## src/rtl/imem_loader.sv

```systemverilog
// Boot loader: parses a length/payload/checksum byte stream, writes the payload into IMEM
// from address 0, and releases the core only after a checksum-valid image has landed.
module imem_loader #(
   parameter int MEM_NBYTE = 4096
) (
   input  logic        clk,
   input  logic        rst,
   input  logic        start,
   input  logic        s_valid,
   input  logic [7:0]  s_data,
   output logic        s_ready,
   output logic        wr_en,
   output logic [31:0] wr_addr,
   output logic [7:0]  wr_data,
   output logic        cpu_hold,
   output logic        done,
   output logic        err
);

   typedef enum logic [2:0] {
      S_IDLE, S_LEN, S_DATA, S_CSUM, S_DONE, S_ERR
   } state_t;

   localparam logic [31:0] MAX_LEN = 32'(MEM_NBYTE);

   state_t      state;
   logic [1:0]  byte_cnt;
   logic [31:0] len;
   logic [31:0] idx;
   logic [7:0]  sum;
   logic        hs;
   logic [31:0] len_next;

   assign s_ready  = (state == S_LEN) || (state == S_DATA) || (state == S_CSUM);
   assign hs       = s_valid && s_ready;
   // Length arrives LSB first, so shift each new byte in from the top.
   assign len_next = {s_data, len[31:8]};

   always_ff @(posedge clk) begin
      if (rst) begin
         state    <= S_IDLE;
         byte_cnt <= 2'd0;
         len      <= 32'd0;
         idx      <= 32'd0;
         sum      <= 8'd0;
         wr_en    <= 1'b0;
         wr_addr  <= 32'd0;
         wr_data  <= 8'd0;
         cpu_hold <= 1'b1;
         done     <= 1'b0;
         err      <= 1'b0;
      end else begin
         wr_en <= 1'b0;
         case (state)
            S_IDLE, S_DONE, S_ERR: begin
               if (start) begin
                  state    <= S_LEN;
                  byte_cnt <= 2'd0;
                  len      <= 32'd0;
                  idx      <= 32'd0;
                  sum      <= 8'd0;
                  cpu_hold <= 1'b1;
                  done     <= 1'b0;
                  err      <= 1'b0;
               end
            end
            S_LEN: begin
               if (hs) begin
                  len      <= len_next;
                  byte_cnt <= byte_cnt + 2'd1;
                  if (byte_cnt == 2'd3) begin
                     if (len_next > MAX_LEN) begin
                        state <= S_ERR;
                        err   <= 1'b1;
                     end else if (len_next == 32'd0) begin
                        state <= S_CSUM;
                     end else begin
                        state <= S_DATA;
                     end
                  end
               end
            end
            S_DATA: begin
               if (hs) begin
                  wr_en   <= 1'b1;
                  wr_addr <= idx;
                  wr_data <= s_data;
                  sum     <= sum + s_data;
                  idx     <= idx + 32'd1;
                  if (idx == len - 32'd1) state <= S_CSUM;
               end
            end
            S_CSUM: begin
               if (hs) begin
                  if (s_data == sum) begin
                     state    <= S_DONE;
                     done     <= 1'b1;
                     cpu_hold <= 1'b0;
                  end else begin
                     state <= S_ERR;
                     err   <= 1'b1;
                  end
               end
            end
            default: state <= S_IDLE;
         endcase
      end
   end

endmodule

```

## config.mk

```make
export PLATFORM = sky130hd
export DESIGN_NAME = imem_loader
export DESIGN_NICKNAME = d
export VERILOG_FILES = /design/src/rtl/imem_loader.sv
export SDC_FILE = /design/constraint.sdc
export NUM_CORES = 1
export LEC_CHECK = 0
export BUFFER_PORTS_ARGS = -buffer_cell sky130_fd_sc_hd__buf_2
export CAP_MARGIN = 20
export CORE_ASPECT_RATIO = 1.4
export CORE_UTILIZATION = 45
export DETAILED_ROUTE_END_ITERATION = 8
export GPL_TIMING_DRIVEN = 0
export SKIP_CTS_REPAIR_TIMING = 1
export SYNTH_ARGS = -nofsm -noshare
export SYNTH_HDL_FRONTEND = slang
export SYNTH_SLANG_ARGS = --single-unit
```

## constraint.sdc

```tcl
create_clock -name clk -period 9.57 [get_ports clk]
set_input_delay 2.871 -clock clk [delete_from_list [all_inputs] [get_ports clk]]
set_output_delay 2.871 -clock clk [all_outputs]
set_load 0.02 [all_outputs]
```

# After elaboration in Yosys (flattened, before gate mapping)

Index checks and enable logic that the tools add are counted.

Bits of input ports: 12
Word-level logic and storage cells: 87
Output and inout port bits: 45
Flip-flop bits (word level): 121

Equal/unequal tests: 17
Order comparisons: 1
Bitwise gates (word level): 1
Muxes and demuxes: 36
$add $sub $neg: 4
Reduce and logical (&&, ||, !) cells: 17

Operators with widths:

| cell                    | number |
|---|---|
| $pmux W32 S2            | 2 |
| $mux W32                | 3 |
| $add A32 B1 Y32 const B | 1 |
| $eq A32 B32 Y1          | 1 |
| $gt A32 B13 Y1 const B  | 1 |
| $logic_not A32 Y1       | 1 |
| $sub A32 B1 Y32 const B | 1 |
| $mux W3                 | 7 |
| $mux W8                 | 2 |
| $pmux W8 S2             | 1 |
| $mux W1                 | 14 |
| $pmux W3 S4             | 1 |
| $ne A2 B2 Y1 const B    | 5 |
| $add A8 B8 Y8           | 1 |
| $eq A8 B8 Y1            | 1 |
| $ne A2 B1 Y1 const B    | 4 |
| $reduce_and A7 Y1       | 1 |
| $eq A3 B2 Y1 const B    | 2 |
| $eq A3 B3 Y1 const B    | 2 |
| $reduce_and A3 Y1       | 2 |
| $reduce_and A6 Y1       | 1 |
| $reduce_bool A2 Y1      | 3 |
| $mux W2                 | 2 |
| $pmux W1 S2             | 2 |
| 14 further kinds        | 15 |

# Logic depth before layout (Yosys ltp)

Depth after elaboration: 6
Gate-level depth with buffers: 9
Gate-level depth less buffers: 9

# Least setup slack after synthesis

No wires, ideal clock.

Path type: input -> register
Start: input s_valid
End: register state[0]
Stages on the path: 8
Setup slack: 4.554 ns
Path buffers: 1
Setup time: 0.096 ns
Arrival time: 4.920 ns
Data required time: 9.474 ns
Cells stage by stage: nand3b_1 -> or2_1 -> clkbuf_1 -> or4_1 -> nor4_1 -> o2111ai_1 -> a2111o_1 -> o41ai_2

Word-level cells in the longest chain between the ends: 3
Elaborated cells between the ends (all ways): 5
Those cells by class: eq/ne: 3; reduce/logical: 2

RTL lines:

| what                                 | line | text |
|---|---|---|
| start, declared                      | 9    | `input logic s_valid,` |
| $logic_and A1 B1 Y1 *                | 35   | `assign hs = s_valid && s_ready;` |
| $ne A2 B2 Y1 (no source line)        | --   |  |
| $reduce_and A6 Y1 (no source line) * | --   |  |
| end signal, assigned                 | 41   | `state <= S_IDLE;` |
| end signal, assigned                 | 57   | `state <= S_LEN;` |
| end signal, assigned                 | 73   | `state <= S_ERR;` |
| end, declared                        | 26   | `state_t state;` |

Every way passes the cells marked *; elsewhere a longest branch is shown, timed or not.
A chain may end at the register's enable or synchronous reset.

# Worst setup path after layout

Same ends and word-level chain as after synthesis.

==> impl_metrics.csv <==
group,metric,value,unit
status,status,"finished clean",
detailed_routing,dr.first_iter.drc_count,266,
critical_path,cp_max_fo,8,
sta,slew_headroom,25.8,%
global_route,overflow,0,
clocking,cts_buffers,17,
pwr,cellLeakagePower,2.72,nW
detailed_routing,drc,0,
cells_and_area,drive_gt1_share,11.7,%
synth,synthTopCellsByCount,"nand2_1, dfxtp_1, a21oi_1, nor2_1, nand3_1",
detailed_routing,dr.pass1.iters,5,
pwr,power.density,180,mW/mm^2
synth,ys_seq_area_share,39.4,%
detailed_routing,routed_wl,17.4,mm
synth,synth_top_area_cell,"dfxtp_1",
cells_and_area,diodes,0,
place,io_buffer_count,56,
cells_and_area,nets,882,
clocking,cts_sinks,121,
cells_and_area,area_growth,18.3,%
sta,timing.final.hold_violations,0,
detailed_routing,ant_nets,0,
die,rows,50,
detailed_routing,vias,5734,
sta,worstMarginPinSlew,1.10,ns
sta,finalSetupTns,0,ns
synth,synth-edff-count,0,
place,place_ws,3.64,ns
clocking,clock_path_buffers,2,
clocking,clk_latency,0.42,ns
synth,yosysWarnings,0,
clocking,cts-root-buf,"clkbuf_16",
die,die_area,0.0141,mm^2
synth,yosysTopAreaCellShare,39.4,%
synth,synth_area_leaders,"dfxtp_1, nand2_1, a21oi_1, xnor2_1, xor2_1",
cells_and_area,final_util,54.5,%
global_route,grt_pass1_vias,5536,
pwr,peakVddDrop,0.000105,V
critical_path,cp.required,9.86,ns
global_route,grt_use_total,26.1,%
global_route,grt_max_degree,17,
place,hpwl,13.1,mm
critical_path,cp-start-kind,"input port",
sta,fmax,182,MHz
sta,rsz0062_at_grt,"no",
synth,synth.distinct_cells,59,
die,die-width,101,um
global_route,antenna_found_initial,0,
synth,avgSynthCellArea,7.85,um^2
min_path,hp-class,"reg2reg",
die,ioPinCount,57,
die,initial_utilization,46.1,%
critical_path,path_cells,"buf_2, nand3b_1, or2_1, clkbuf_1, or4_1, nor4_1, o2111ai_1, a2111o_1, o41ai_2",
synth,synthArstFlopShare,0,%
place,gp_congestion,0.900,
sta,final.setup.worst_slack,4.08,ns
critical_path,worst_path_largest_cell_delay,0.57,ns
sta,setup_violations,0,
synth,yosysMostFrequentCell,"nand2_1",
clocking,cts_tree,"yes",
sta,hold_slack,0.448,ns
detailed_routing,routed_via_density,5.45,
global_route,grt_pass1_wl,28.1,mm
critical_path,crit_type,"in2reg",
detailed_routing,routedWlPerCell,16.5,um
synth,synth_flop_cell,"dfxtp_1",
clocking,htreeDepth,4,
flow_run,max_cap_violations,0,
die,dieHeight,140,um
die,core_area,0.0133,mm^2
synth,synth_cells,783,
critical_path,crit_path_end_kind,"flop",
sta,finalClockSkew,0.00841,ns
clocking,clkSlewWorstSetupHoldPaths,0.06,ns
sta,period_needed,5.49,ns
cells_and_area,n_fill_cell,1314,
sta,fin_crit_sh,57.3,%
critical_path,cp.arrival,5.78,ns
critical_path,cpMaxStageDelayCell,"or4_1",
synth,synth.net_count,806,
synth,ys_ff_latch,121,
synth,syn-cell-area,0.00614,mm^2
sta,slew_viol_final,0,
sequential cells by signal, summed over array words and instances (netlist names):
name and flops:
byte_cnt 2, cpu_hold 1, done 1, err 1
idx 32, len 32, state 3, sum 8
wr_addr 32, wr_data 8, wr_en 1
cell usage in the layout, fill, tap and decap left out, drive strengths merged, types with 8 or more instances in the layout:
cell type	count
ha	10
nor2	64
nor4	12
a21oi	94
or3	12
clkbuf	67
o21ai	11
xnor2	44
dfxtp	121
nand4	8
inv	14
nand2	136
nor3	21
buf	64
xor2	29
nand3	50
final cells by class:
type / count / area [um^2] / area share (%)
plain buffers: 52 / 206 / 2.84
clock buffers: 22 / 494 / 6.80
clock inverters: 8 / 118 / 1.62
inverters: 14 / 52.6 / 0.723
multi-input cells: 596 / 3460 / 47.6
flip-flops and latches: 121 / 2420 / 33.3
well taps: 182 / 228 / 3.13
repair buffers: 57 / 285 / 3.92
power by group:
| group | switching [W] | leakage (nW) | internal [W] | total, W |
|---|---|---|---|---|
| registers | 0.00000829 | 0.976 | 0.000510 | 0.000519 |
| logic | 0.0000858 | 1.44 | 0.0000385 | 0.000124 |
| clock network | 0.000229 | 0.304 | 0.000439 | 0.000668 |
| total | 0.000323 | 2.72 | 0.000988 | 0.00131 |
logic make-up (layout without fill, tap and decap cells):
kind of cell	after synthesis	count (layout)	synth area share (%)
xor+xnor	73	73	10.4
buf+inv	66	153	4.22
simple gates	355	355	27.8
flops	121	121	39.4
mux	7	7	1.20
compound gates	150	150	14.5
fa+ha+maj	11	11	2.36
per-layer routing:
metal	vias up	GRT usage, %	routed length (um)
li1	2860	-	-
met1	2728	29.2	7250
met2	112	46.5	8900
met3	34	4.79	518
met4	0	13.2	686
met5	-	0	0
final timing paths:
check        cells after the start        start          end  slack [ns]
max                              9      s_valid     state[0]        4.08
min                              2  wr_addr[15]  wr_addr[15]        0.45
max reg2reg                      8     state[1]     state[0]        6.18
min reg2reg                      2  wr_addr[15]  wr_addr[15]        0.45
critical path: cells and delay by family:
| family | cells | cell delay, ns |
|---|---|---|
| buffers and inverters | 2 | 0.39 |
| and+or+nand+nor | 4 | 1.43 |
| AOI/OAI and AO/OA | 3 | 1.08 |
metrics by stage:
stage	cells	total power, W	cell area, um^2
floorplan	783	0.000614	6140
global placement	1021	0.000648	6650
detailed placement	1022	0.000651	6660
CTS	1052	0.00132	7270
global route	1052	0.00136	7270
finish	1052	0.00131	7270
(Power assumes the default switching activity.)
